==> src/rtl/alu_seq_if.sv <==
// Request/result handshake bundle for alu_seq: operands and opcode in,
// registered result, flags and illegal-opcode indication out.
interface alu_seq_if #(
  parameter int WIDTH = 16
) ();
  logic             in_valid;
  logic             in_ready;
  logic [WIDTH-1:0] r1;
  logic [WIDTH-1:0] r2;
  logic [7:0]       opcode;
  logic             out_valid;
  logic             out_ready;
  logic [WIDTH-1:0] rout;
  logic [4:0]       flags;
  logic             illegal;

  modport master (output in_valid, r1, r2, opcode, out_ready,
                  input  in_ready, out_valid, rout, flags, illegal);
  modport slave  (input  in_valid, r1, r2, opcode, out_ready,
                  output in_ready, out_valid, rout, flags, illegal);
endinterface

==> src/rtl/alu_seq.sv <==
// Sequential ALU with valid/ready handshake; flags are {C, L, F, Z, N}.
// Define ALU_MULT_EN to add the iterative shift-add multiplier (opcode 0x0E).
module alu_seq #(
  parameter int WIDTH = 16,
  parameter int SHW   = 5
) (
  input logic      clk,
  input logic      rst_n,
  alu_seq_if.slave bus
);

  localparam logic [7:0] OP_NOP  = 8'h00;
  localparam logic [7:0] OP_AND  = 8'h01;
  localparam logic [7:0] OP_OR   = 8'h02;
  localparam logic [7:0] OP_XOR  = 8'h03;
  localparam logic [7:0] OP_ADD  = 8'h05;
  localparam logic [7:0] OP_ADDU = 8'h06;
  localparam logic [7:0] OP_ADDC = 8'h07;
  localparam logic [7:0] OP_SUB  = 8'h09;
  localparam logic [7:0] OP_SUBC = 8'h0A;
  localparam logic [7:0] OP_CMP  = 8'h0B;
  localparam logic [7:0] OP_LSH  = 8'h84;
  localparam logic [7:0] OP_ASHU = 8'h86;
`ifdef ALU_MULT_EN
  localparam logic [7:0] OP_MUL  = 8'h0E;
  typedef enum logic [1:0] {IDLE, MUL, HOLD} stateT;
`else
  typedef enum logic {IDLE, HOLD} stateT;
`endif

  stateT            state, nextState, acceptState;
  logic [WIDTH-1:0] routReg, resRout, res;
  logic [4:0]       flagsReg, resFlags;
  logic             illegalReg, resIllegal;
  logic             accept, isMul, less, c, f, upd, keepA;
  logic [WIDTH:0]   sum, diff, cinExt;
  logic signed [SHW-1:0] amt;
  int               mag;

  // A held result that is draining this edge frees the block for a new request.
  assign bus.in_ready  = (state == IDLE) || (state == HOLD && bus.out_ready);
  assign accept        = bus.in_valid && bus.in_ready;
  assign bus.out_valid = (state == HOLD);
  assign bus.rout      = routReg;
  assign bus.flags     = flagsReg;
  assign bus.illegal   = illegalReg;

  always_comb begin
    sum        = '0;
    diff       = '0;
    res        = '0;
    c          = 1'b0;
    f          = 1'b0;
    upd        = 1'b1;
    keepA      = 1'b0;
    isMul      = 1'b0;
    resIllegal = 1'b0;
    amt        = bus.r2[SHW-1:0];
    mag        = amt[SHW-1] ? -int'(amt) : int'(amt);
    less       = bus.r1 < bus.r2;
    cinExt     = '0;
    cinExt[0]  = flagsReg[4] && (bus.opcode == OP_ADDC || bus.opcode == OP_SUBC);
    case (bus.opcode)
      OP_ADD, OP_ADDU, OP_ADDC: begin
        sum = {1'b0, bus.r1} + {1'b0, bus.r2} + cinExt;
        res = sum[WIDTH-1:0];
        c   = sum[WIDTH];
        f   = (bus.opcode != OP_ADDU) && (bus.r1[WIDTH-1] == bus.r2[WIDTH-1]) &&
              (sum[WIDTH-1] != bus.r1[WIDTH-1]);
      end
      OP_SUB, OP_SUBC, OP_CMP: begin
        diff  = {1'b0, bus.r1} - {1'b0, bus.r2} - cinExt;
        res   = diff[WIDTH-1:0];
        c     = diff[WIDTH];
        f     = (bus.r1[WIDTH-1] != bus.r2[WIDTH-1]) && (diff[WIDTH-1] != bus.r1[WIDTH-1]);
        keepA = (bus.opcode == OP_CMP);
      end
      OP_AND: res = bus.r1 & bus.r2;
      OP_OR:  res = bus.r1 | bus.r2;
      OP_XOR: res = bus.r1 ^ bus.r2;
      OP_LSH, OP_ASHU: begin
        if (mag >= WIDTH)
          res = (bus.opcode == OP_ASHU && amt[SHW-1] && bus.r1[WIDTH-1]) ? '1 : '0;
        else if (!amt[SHW-1])
          res = bus.r1 << mag;
        else if (bus.opcode == OP_ASHU)
          res = $signed(bus.r1) >>> mag;
        else
          res = bus.r1 >> mag;
      end
`ifdef ALU_MULT_EN
      OP_MUL: begin
        isMul = 1'b1;
        upd   = 1'b0;
      end
`endif
      OP_NOP: upd = 1'b0;
      default: begin
        upd        = 1'b0;
        resIllegal = 1'b1;
      end
    endcase
    resRout  = keepA ? bus.r1 : res;
    resFlags = upd ? {c, less, f, res == '0, res[WIDTH-1]} : flagsReg;
  end

`ifdef ALU_MULT_EN
  localparam int CW = (WIDTH > 1) ? $clog2(WIDTH) : 1;
  localparam logic [CW-1:0] LAST = CW'(WIDTH - 1);

  logic [CW-1:0]      cnt;
  logic [2*WIDTH-1:0] acc, mcand, nextAcc;
  logic [WIDTH-1:0]   mplier;
  logic               mulLess, mulDone;

  assign nextAcc = acc + (mplier[0] ? mcand : '0);
  assign mulDone = (state == MUL) && (cnt == LAST);

  // One multiplier bit per cycle: add the shifted multiplicand when the bit is set.
  always_ff @(posedge clk or negedge rst_n) begin
    if (!rst_n) begin
      cnt     <= '0;
      acc     <= '0;
      mcand   <= '0;
      mplier  <= '0;
      mulLess <= 1'b0;
    end else if (accept && isMul) begin
      cnt     <= '0;
      acc     <= '0;
      mcand   <= {{WIDTH{1'b0}}, bus.r1};
      mplier  <= bus.r2;
      mulLess <= less;
    end else if (state == MUL) begin
      cnt    <= mulDone ? '0 : cnt + CW'(1);
      acc    <= nextAcc;
      mcand  <= mcand << 1;
      mplier <= mplier >> 1;
    end
  end
`endif

  always_comb begin
    nextState = state;
`ifdef ALU_MULT_EN
    acceptState = isMul ? MUL : HOLD;
`else
    acceptState = HOLD;
`endif
    case (state)
      IDLE: if (accept) nextState = acceptState;
      HOLD: begin
        if (accept)             nextState = acceptState;
        else if (bus.out_ready) nextState = IDLE;
      end
`ifdef ALU_MULT_EN
      MUL:  if (mulDone) nextState = HOLD;
`endif
      default: nextState = IDLE;
    endcase
  end

  // Result registers only change on a load, so they stay put under backpressure.
  always_ff @(posedge clk or negedge rst_n) begin
    if (!rst_n) begin
      state      <= IDLE;
      routReg    <= '0;
      flagsReg   <= '0;
      illegalReg <= 1'b0;
    end else begin
      state <= nextState;
      if (accept && !isMul) begin
        routReg    <= resRout;
        flagsReg   <= resFlags;
        illegalReg <= resIllegal;
      end
`ifdef ALU_MULT_EN
      else if (mulDone) begin
        routReg    <= nextAcc[WIDTH-1:0];
        flagsReg   <= {|nextAcc[2*WIDTH-1:WIDTH], mulLess, 1'b0,
                       nextAcc[WIDTH-1:0] == '0, nextAcc[WIDTH-1]};
        illegalReg <= 1'b0;
      end
`endif
    end
  end

endmodule

==> src/flat_wrapper.sv <==
// flat-port wrapper written by rule: the top's interface ports become plain ports
module alu_seq_flat 
#(
  parameter int WIDTH = 16,
  parameter int SHW   = 5
)
  (clk, rst_n, bus_in_valid, bus_r1, bus_r2, bus_opcode, bus_out_ready, bus_in_ready, bus_out_valid, bus_rout, bus_flags, bus_illegal);
  alu_seq_if #(.WIDTH(WIDTH)) bus_i ();
  input logic clk;
  input logic rst_n;
  input wire logic [$bits(bus_i.in_valid)-1:0] bus_in_valid;
  input wire logic [$bits(bus_i.r1)-1:0] bus_r1;
  input wire logic [$bits(bus_i.r2)-1:0] bus_r2;
  input wire logic [$bits(bus_i.opcode)-1:0] bus_opcode;
  input wire logic [$bits(bus_i.out_ready)-1:0] bus_out_ready;
  output wire logic [$bits(bus_i.in_ready)-1:0] bus_in_ready;
  output wire logic [$bits(bus_i.out_valid)-1:0] bus_out_valid;
  output wire logic [$bits(bus_i.rout)-1:0] bus_rout;
  output wire logic [$bits(bus_i.flags)-1:0] bus_flags;
  output wire logic [$bits(bus_i.illegal)-1:0] bus_illegal;
  assign bus_i.in_valid = bus_in_valid;
  assign bus_i.r1 = bus_r1;
  assign bus_i.r2 = bus_r2;
  assign bus_i.opcode = bus_opcode;
  assign bus_i.out_ready = bus_out_ready;
  assign bus_in_ready = bus_i.in_ready;
  assign bus_out_valid = bus_i.out_valid;
  assign bus_rout = bus_i.rout;
  assign bus_flags = bus_i.flags;
  assign bus_illegal = bus_i.illegal;
  alu_seq #(.WIDTH(WIDTH), .SHW(SHW)) u_core (.clk(clk), .rst_n(rst_n), .bus(bus_i));
endmodule
==> config.mk <==
export PLATFORM = sky130hd
export DESIGN_NAME = alu_seq_flat
export DESIGN_NICKNAME = d
export VERILOG_FILES = /design/src/rtl/alu_seq_if.sv /design/src/rtl/alu_seq.sv /design/src/flat_wrapper.sv
export SDC_FILE = /design/constraint.sdc
export NUM_CORES = 1
export LEC_CHECK = 0
export BUFFER_PORTS_ARGS = -buffer_cell sky130_fd_sc_hd__buf_2
export CAP_MARGIN = 20
export CORE_ASPECT_RATIO = 1.75
export CORE_MARGIN = 2
export CORE_UTILIZATION = 46
export CTS_CLUSTER_SIZE = 20
export DETAILED_ROUTE_END_ITERATION = 8
export GPL_ROUTABILITY_DRIVEN = 0
export MAX_ROUTING_LAYER = met4
export PLACE_DENSITY = 0.63
export SLEW_MARGIN = 10
export SYNTH_ARGS = -nofsm -noshare
export SYNTH_HDL_FRONTEND = slang
export SYNTH_SLANG_ARGS = --single-unit
==> constraint.sdc <==
create_clock -name clk -period 8.9 [get_ports clk]
set_clock_uncertainty 0.15 [all_clocks]
set_input_delay 1.335 -clock clk [delete_from_list [all_inputs] [get_ports clk]]
set_output_delay 1.335 -clock clk [all_outputs]
set_load 0.01 [all_outputs]
==> impl_metrics.json, run 1 <==
{
  "period_share": 0.668,
  "tightest_slew_ps": 1000,
  "relSlewSlack": 0.327,
  "cts_buffers": 3,
  "cts.sinks": 23,
  "drt-pass1-iter-count": 7,
  "path_cells": "buf_2 > inv_2 > ha_1 > mux2i_4 > buf_4 > mux4_2 > a221oi_1 > a211oi_1 > nor3_1 > nand4b_1 > nor4_1 > nand4_1 > o41ai_2",
  "slowest_delay_ps": 620,
  "grt_antenna_before_repair": 0,
  "area_delta_synth_final_pct": 7.79,
  "first_global_vias": 7058,
  "antennaDiodeCount": 0,
  "vias": 7245,
  "post_cts_buffers": 0,
  "maxSlewViolCount": 0,
  "vdd_drop_max_v": 0.0000662,
  "yosys_register_bits": 23,
  "clk_latency_ps": 260,
  "dp_hpwl_um": 20200,
  "layoutNonFillerInstCount": 1038,
  "syn_inst": 836,
  "std_cell_rows": 56,
  "clk_pin_slew_worst_paths_ps": 60,
  "status": "completed",
  "initial_core_util": 0.470,
  "layout_common_cells": "nand2_1, ha_1, buf_2",
  "setup_viol": 0,
  "grt_pass1_wl_um": 40100,
  "synth.distinct_cells": 82,
  "wire_per_inst_um": 25.2,
  "end_kind": "flop",
  "wl_um": 26100,
  "power_density_nw_per_um2": 90.4,
  "avgSynthCellArea_um2": 7.57,
  "hold_path_class": "flop to flop",
  "syn-cell-area_um2": 6330,
  "rsz0062_at_grt": "no",
  "p_seq_frac": 0.189,
  "synth_nets": 963,
  "die_h_um": 159,
  "cts_resized": 0,
  "pwr-share-clk": 0.158,
  "crit_path_max_fanout": 32,
  "drc": 0,
  "cp_data_required_time_ps": 8900,
  "synth_edf_count": 0,
  "hold_buffers": 0,
  "fill_cells": 1409,
  "port_buffers": 67,
  "switching_share": 0.478,
  "ant_nets": 0,
  "yosysTopAreaCell": "ha_1",
  "fmax_mhz": 168,
  "final_core_util": 0.507,
  "nets": 992,
  "synth_warnings": 0,
  "drtIter0Drc": 669,
  "yosys-top-cells-area": "ha_1, dfrtp_1, mux4_2",
  "async_reset_ff_frac": 1.00,
  "period_needed_ps": 5950,
  "p_int_mw": 0.322,
  "synth_ff_type": "dfrtp_1",
  "p_sw_mw": 0.295,
  "fp.coreArea_um2": 13500,
  "crit_type": "input pin to flop",
  "cts_max_path_buffers": 2,
  "ctsHtreeMaxLevel": 1,
  "placedCellCount": 1033,
  "drive_gt1_frac": 0.167,
  "synth_top_area_share": 0.156,
  "dieArea_um2": 14700,
  "cp.arrival_ps": 5950,
  "root_buffer": "clkbuf_16",
  "power_mw": 0.617,
  "critPathLaunchType": "input pin",
  "grt_overflow": 0,
  "power_frac_comb": 0.654,
  "num_io_pins": 68,
  "maxCapViolations": 0,
  "viasPerCell": 6.98,
  "dieWidth_um": 92.7,
  "finalSetupTns_ps": 0,
  "grt_usage": 0.360,
  "grt_max_degree": 33,
  "leakagePower_nw": 3.04,
  "hold_viol": 0,
  "tritoncts": "yes",
  "ys_seq_area_frac": 0.0909,
  "holdWs_ps": 328,
  "crit_path_top_delay_cell": "buf_2"
}
logic make-up (layout without fill, tap and decap cells):
kind of cell / Yosys count / in the layout / synth area share
and+or+nand+nor: 270 / 270 / 0.211
buffers and inverters: 117 / 145 / 0.0745
xor gates and xnor gates: 22 / 22 / 0.0316
adders and majority gates: 83 / 83 / 0.169
DFF: 23 / 23 / 0.0909
AOI/OAI and AO/OA: 259 / 259 / 0.278
muxes: 62 / 62 / 0.145
worst paths after layout:
kind / startpoint / end / slack (ps) / cells after the start
setup / recovery: bus_r2[0] / u_core.bus.flags[1]$_DFFE_PN0P_ / 2950 / 13
hold / removal: u_core.bus.rout[5]$_DFFE_PN0P_ / u_core.bus.rout[5]$_DFFE_PN0P_ / 330 / 2
setup reg to reg: u_core.bus.flags[4]$_DFFE_PN0P_ / u_core.bus.flags[1]$_DFFE_PN0P_ / 4710 / 11
hold reg to reg: u_core.bus.rout[5]$_DFFE_PN0P_ / u_core.bus.rout[5]$_DFFE_PN0P_ / 330 / 2
max in group asynchronous: rst_n / u_core.bus.rout[9]$_DFFE_PN0P_ / 7360 / 1
min in group asynchronous: rst_n / u_core.bus.rout[2]$_DFFE_PN0P_ / 890 / 1
cell usage after synthesis, types with 5 or more instances:
master / n
nor2b_1: 8
a31oi_1: 15
a211oi_1: 10
nand2b_1: 16
xor2_1: 11
a21oi_1: 64
mux2_2: 14
nand4_1: 9
xnor2_1: 10
or3_1: 9
a21o_1: 11
clkbuf_1: 44
nand2_1: 79
o2111ai_1: 5
o21ai_1: 10
or2_2: 5
dfrtp_1: 23
o211ai_1: 13
mux4_2: 21
o21ai_0: 42
nor4_1: 14
inv_1: 60
o31ai_1: 8
ha_1: 79
nand3_1: 10
o22ai_1: 7
nor2_1: 64
buf_2: 8
a311oi_1: 5
and3_1: 5
nor3_1: 30
mux2i_1: 24
o21a_1: 7
registers in the layout, indices dropped and copies added, names as in the netlist:
register and count:
u_core.bus.illegal 1, u_core.bus.out_valid 1, u_core.bus.rout 16, u_core.bus.flags 5
power groups by stage:
stage               clock [mW]  combinational [mW]  sequential [mW]
detailed placement           0               0.386            0.118
floorplan                    0               0.268            0.120
CTS                     0.0981               0.388            0.116
global placement             0               0.381            0.118
global route             0.104               0.430            0.117
finish                  0.0974               0.403            0.116
through the flow:
stage	setup slack [ps]	area (µm²)
6_report	2950	6820
5_1_grt	2640	6820
4_1_cts	3080	6820
3_5_place_dp	2820	6740
3_3_place_gp	3020	6740
2_1_floorplan	3790	6330
area by class of cell:
type	instances	area [µm²]	area share
Clock inverter	1	5.00	0.000734
Tap cell	174	218	0.0319
Inverter	62	233	0.0341
Multi-Input combinational cell	696	5290	0.776
Clock buffer	3	75.1	0.0110
Timing Repair Buffer	79	423	0.0620
Sequential cell	23	576	0.0844
critical path, delay by kind of cell:
| family | cells | cell delay [ps] |
|---|---|---|
| AND/OR/NAND/NOR | 4 | 880 |
| multiplexers | 2 | 1030 |
| buffers and inverters | 3 | 1470 |
| AO/OA/AOI/OAI | 3 | 730 |
| adder cells (fa/ha/maj) | 1 | 470 |
routing by layer:
layer,global-route usage,share of wire
met1,0.376,0.32
met2,0.592,0.48
met3,0.0776,0.099
met4,0.257,0.10
met5,-,0
Power figures use the tool's default switching activity.
==> run 2, diff against run 1 <==
Settings changed: ABC_AREA set to 1, PLACE_DENSITY 0.63 to 0.66.
Clock period 8.9 ns to 5 ns, I/O delays scaled along.
==> run 2 against run 1 <==
Effect of this change:
- total power is 70% higher
- sequential share of layout area rose by 0.28 points
- sequential power increased by 85%
- combinational power grew 64%
- clock-buffer cell count up 1
- register-to-register slack got worse by 3100 ps
- routed wire length is 8.9% lower
- flip-flop and latch count stayed put
- critical path depth increased by 10
- cell count is 27% higher
- highest routed layer unchanged
- largest cell class unchanged
- critical path type unchanged
==> impl_metrics.json, run 2 <==
{
  "critPathLaunchType": "input pin",
  "vdd_drop_max_v": 0.000118,
  "dieWidth_um": 91.1,
  "period_share": 0.876,
  "setup_viol": 0,
  "synth_edf_count": 0,
  "finalSetupTns_ps": 0,
  "avgSynthCellArea_um2": 5.54,
  "setup_slack_ps": 620,
  "syn_inst": 1103,
  "num_io_pins": 68,
  "top_usage_layer": "met2",
  "dieArea_um2": 14300,
  "grtUsageMet2": 0.591,
  "nets": 1278,
  "drt-pass1-iter-count": 5,
  "viasPerCell": 5.78,
  "largest_register_ffs": 16,
  "final_common_cell": "nand2_1",
  "synth_nets": 1230,
  "hold_path_class": "input pin to async pin",
  "grt_usage": 0.338,
  "yosys-top-cells-area": "nand2_1, ha_1, dfrtp_1",
  "tritoncts": "yes",
  "syn-cell-area_um2": 6110,
  "maxSlewViolCount": 0,
  "cp.arrival_ps": 4420,
  "crit_type": "input pin to flop",
  "placedCellCount": 1317,
  "rsz0062_at_grt": "no",
  "met3_usage": 0.0202,
  "period_needed_ps": 4380,
  "leakagePower_nw": 3.68,
  "clk_pin_slew_worst_paths_ps": 60,
  "die_h_um": 156,
  "wl_um": 23800,
  "synth_top_area_share": 0.246,
  "grt_max_degree": 36,
  "cts_buffers": 3,
  "hold_viol": 0,
  "initial_core_util": 0.472,
  "fp.coreArea_um2": 12900,
  "ant_nets": 0,
  "maxCapViolations": 0,
  "post_cts_buffers": 0,
  "area_delta_synth_final_pct": 8.11,
  "antennaDiodeCount": 0,
  "synthTopCellsByCount": "nand2_1, inv_1, nor2_1",
  "wire_per_inst_um": 18.0,
  "async_reset_ff_frac": 1.00,
  "power_mw": 1.05,
  "hold_buffers": 0,
  "status": "completed",
  "drtIter0Drc": 569,
  "final_core_util": 0.510,
  "end_kind": "flop",
  "yosysTopAreaCell": "nand2_1",
  "drive_gt1_frac": 0.0939,
  "ctsHtreeMaxLevel": 1,
  "clk_latency_ps": 250,
  "synth.most_common_cell": "nand2_1",
  "yosys_register_bits": 23,
  "port_buffers": 67,
  "relSlewSlack": 0.445,
  "first_global_vias": 7283,
  "synth_warnings": 0,
  "power_density_nw_per_um2": 159,
  "tightest_slew_ps": 831,
  "vias": 7635,
  "synth.distinct_cells": 45,
  "final_cell_area_um2": 6600,
  "pre_cts_slack_ps": 437,
  "dp_hpwl_um": 19700,
  "drc": 0,
  "placed_area_um2": 6530,
  "synth_ff_type": "dfrtp_1",
  "cp_data_required_time_ps": 5040,
  "met1_usage": 0.341,
  "fmax_mhz": 228,
  "cts_resized": 0,
  "root_buffer": "clkbuf_16",
  "holdWs_ps": 310,
  "std_cell_rows": 55,
  "fill_cells": 1527,
  "grt_overflow": 0,
  "crit_path_max_fanout": 5,
  "layoutNonFillerInstCount": 1321,
  "ys_seq_area_frac": 0.0942,
  "grt_antenna_before_repair": 0,
  "cts_max_path_buffers": 2,
  "grt_pass1_wl_um": 36900,
  "layout_common_cells": "nand2_1, inv_1, nor2_1",
  "cts.sinks": 23
}
run 2: changes by cell type in the layout (fill, tap and decap cells not counted), moves of 11 or more:
| cell | delta |
|---|---|
| nor2_1 | +42 |
| nor3_1 | -19 |
| xor2_1 | -11 |
| o21ai_0 | +41 |
| a31oi_1 | -13 |
| nand3_1 | +94 |
| nand2b_1 | -16 |
| mux2i_1 | -24 |
| mux2_2 | -13 |
| mux4_2 | -21 |
| nand2_1 | +321 |
| nor4_1 | -11 |
| inv_1 | +48 |
run 2: path summary, 6_finish.rpt:
path | startpoint | slack (ps) | cells after the start | end
hold reg to reg | u_core.bus.rout[11]$_DFFE_PN0P_ | 330 | 2 | u_core.bus.rout[11]$_DFFE_PN0P_
hold / removal | rst_n | 310 | 1 | u_core.bus.rout[11]$_DFFE_PN0P_
setup / recovery | bus_opcode[5] | 620 | 23 | u_core.bus.flags[1]$_DFFE_PN0P_
max in group asynchronous | rst_n | 4050 | 1 | u_core.bus.rout[2]$_DFFE_PN0P_
min in group clk | u_core.bus.rout[11]$_DFFE_PN0P_ | 330 | 2 | u_core.bus.rout[11]$_DFFE_PN0P_
setup reg to reg | u_core.bus.flags[4]$_DFFE_PN0P_ | 1630 | 17 | u_core.bus.flags[1]$_DFFE_PN0P_
run 2: metal layers:
layer	vias to the layer above	wire length, µm
met2	384	11900
li1	3682	-
met1	3433	8100
met3	136	1410
met4	0	2440
met5	-	0
run 2: cells by family (layout without fill, tap and decap cells):
group | Yosys count | after routing | synth area share
AO/OA/AOI/OAI | 188 | 188 | 0.173
adder cells (fa/ha/maj) | 83 | 83 | 0.175
AND/OR/NAND/NOR | 653 | 653 | 0.444
XOR/XNOR | 4 | 4 | 0.00573
multiplexers | 1 | 1 | 0.00184
buffers and inverters | 151 | 198 | 0.105
flip-flops | 23 | 23 | 0.0942
run 2: critical path, cell delays in order:
cell,delay (ps)
buf_2,90
nor2_1,200
nand3_1,210
inv_1,180
nand2_1,100
o22ai_1,150
nand2_1,170
fa_1,450
fa_1,430
o21ai_0,240
nand2_1,110
nand2_1,80
nand3_1,200
nand3_1,130
nand2_1,60
or2_2,280
nand3_1,70
nand3_1,100
nor2_1,100
nand2_1,60
nor2_1,100
nand3_1,70
nand2_1,80
run 2: final cells by class:
type | instances | area, µm² | share of cell area
multi-input combinational | 929 | 4890 | 0.740
clock buffer | 4 | 78.8 | 0.0119
sequential | 23 | 576 | 0.0872
tap | 171 | 214 | 0.0324
inverter | 118 | 443 | 0.0671
timing repair buffer | 76 | 403 | 0.0610
run 2: where the power goes:
group / internal, mW / switching [mW]
clock network: 0.109 / 0.0623
registers: 0.202 / 0.0124
logic: 0.208 / 0.454
total: 0.519 / 0.529
==> run 3, diff against run 2 <==
Settings changed: PLACE_DENSITY 0.66 to 0.64.
Clock period 5 ns to 4.7 ns, I/O delays scaled along.
==> run 3 against run 2 <==
Effect of this change:
- routed wire length up 2.4%
- sequential power up 6%
- total power up 7.3%
- die area unchanged
- utilization up 0.18 points
- register-to-register slack worse by 220 ps
- worst hold slack worse by 44 ps
- final area up 0.36%
- flip-flop and latch count unchanged
- global-route usage up 0.89 points
- critical path depth unchanged
- largest cell class unchanged
==> impl_metrics.json, run 3 (same netlist as run 2, synthesis figures left out) <==
{
  "finalSetupTns_ps": 0,
  "relSlewSlack": 0.412,
  "maxCapViolations": 0,
  "final_cell_area_um2": 6630,
  "met1_usage": 0.336,
  "grt_usage": 0.347,
  "drtIter0Drc": 566,
  "cts_buffers": 3,
  "drt-pass1-iter-count": 6,
  "wire_per_inst_um": 18.4,
  "drive_gt1_frac": 0.0971,
  "status": "completed",
  "grt_antenna_before_repair": 0,
  "ant_nets": 0,
  "tightest_slew_ps": 880,
  "hold_viol": 0,
  "port_buffers": 67,
  "dp_hpwl_um": 20200,
  "leakagePower_nw": 3.70,
  "crit_path_top_delay_cell": "fa_1",
  "period_share": 0.887,
  "hold_buffers": 0,
  "met3_usage": 0.0265,
  "die_h_um": 156,
  "grt_pass1_wl_um": 37600,
  "dieArea_um2": 14300,
  "ctsHtreeMaxLevel": 1,
  "wl_um": 24400,
  "cp_data_required_time_ps": 4750,
  "fp.coreArea_um2": 12900,
  "multi_input_area_um2": 4890,
  "path_cells": "buf_2 > nor2_1 > nand3_1 > inv_1 > nand2_1 > o22ai_1 > nand2_1 > fa_1 > fa_1 > o21ai_0 > nand2_1 > nand2_1 > nand3_1 > nand3_1 > nand2_1 > or2_2 > nand3_1 > nand3_1 > nor2_1 > nand2_1 > nor2_1 > nand3_1 > nand2_1",
  "crit_path_max_fanout": 5,
  "top_usage_layer": "met2",
  "cp.arrival_ps": 4220,
  "grt_overflow": 0,
  "first_global_vias": 7333,
  "dieWidth_um": 91.1,
  "critPathLaunchType": "input pin",
  "tritoncts": "yes",
  "vias": 7602,
  "viasPerCell": 5.74,
  "fill_cells": 1476,
  "cts_resized": 0,
  "rsz0062_at_grt": "no",
  "maxSlewViolCount": 0,
  "crit_type": "input pin to flop",
  "initial_core_util": 0.472,
  "post_cts_buffers": 0,
  "placed_area_um2": 6550,
  "std_cell_rows": 55,
  "fmax_mhz": 240,
  "final_core_util": 0.512,
  "area_delta_synth_final_pct": 8.50,
  "power_density_nw_per_um2": 170,
  "period_needed_ps": 4170,
  "clk_latency_ps": 260,
  "grt_max_degree": 36,
  "slowest_delay_ps": 450,
  "num_io_pins": 68,
  "cts_max_path_buffers": 2,
  "setup_viol": 0,
  "clk_pin_slew_worst_paths_ps": 60,
  "root_buffer": "clkbuf_16",
  "nets": 1281,
  "end_kind": "flop",
  "hold_path_class": "input pin to async pin",
  "drc": 0,
  "grtUsageMet2": 0.626,
  "final_common_cell": "nand2_1",
  "layout_common_cells": "nand2_1, inv_1, nor2_1",
  "vdd_drop_max_v": 0.000143,
  "antennaDiodeCount": 0,
  "cp_common_cell": "nand2_1",
  "seq_area_um2": 576,
  "cts.sinks": 23,
  "largest_register_ffs": 16
}
-- run 3: cell count changes in the layout (fill, tap and decap cells not counted), sizes merged --
cell / change
clkinv: +1
buf: +3
clkbuf: -1
-- run 3: critical path, delay by kind of cell --
family / cells / cell delay [ps]
buf+inv: 2 / 270
fa+ha+maj: 2 / 880
compound gates: 2 / 390
simple gates: 17 / 1950
-- run 3: path summary, 6_finish.rpt --
kind	from	end	slack, ps	depth (start not counted)
worst max-delay path	bus_opcode[5]	u_core.bus.flags[1]$_DFFE_PN0P_	530	23
worst min-delay path	rst_n	u_core.bus.rout[15]$_DFFE_PN0P_	270	1
worst max register to register	u_core.bus.flags[4]$_DFFE_PN0P_	u_core.bus.flags[1]$_DFFE_PN0P_	1410	17
worst min register to register	u_core.bus.rout[11]$_DFFE_PN0P_	u_core.bus.rout[11]$_DFFE_PN0P_	330	2
max in group asynchronous	rst_n	u_core.bus.flags[4]$_DFFE_PN0P_	3780	1
min in group clk	u_core.bus.rout[11]$_DFFE_PN0P_	u_core.bus.rout[11]$_DFFE_PN0P_	330	2
-- run 3: report_power, final --
group          total, mW  internal [mW]  switching (mW)  leakage (nW)
combinational      0.711          0.224           0.486          3.35
sequential         0.227          0.215          0.0122         0.306
clock              0.187          0.115          0.0724        0.0409
-- run 3: through the flow --
| stage | power [mW] | worst slack, ps | cells | hold slack (ps) |
|---|---|---|---|---|
| 3_3_place_gp | 0.924 | 406 | 1320 | 314 |
| 4_1_cts | 1.11 | 591 | 1324 | 279 |
| 2_1_floorplan | 0.707 | 849 | 1103 | 259 |
| 3_5_place_dp | 0.925 | 328 | 1320 | 319 |
| 6_report | 1.12 | 530 | 1324 | 266 |
| 5_1_grt | 1.21 | 229 | 1324 | 311 |
-- run 3: final cells by class --
cell class | instances | share of cell area
Inverter | 118 | 0.0668
Timing Repair Buffer | 79 | 0.0642
Sequential cell | 23 | 0.0868
Multi-Input combinational cell | 929 | 0.738
Tap cell | 171 | 0.0323
Clock inverter | 1 | 0.000755
Clock buffer | 3 | 0.0113
-- run 3: routing by layer --
layer / up-vias / wire length [µm]
met3: 139 / 1160
met4: 0 / 2500
li1: 3689 / -
met2: 332 / 12400
met5: - / 0
met1: 3442 / 8300
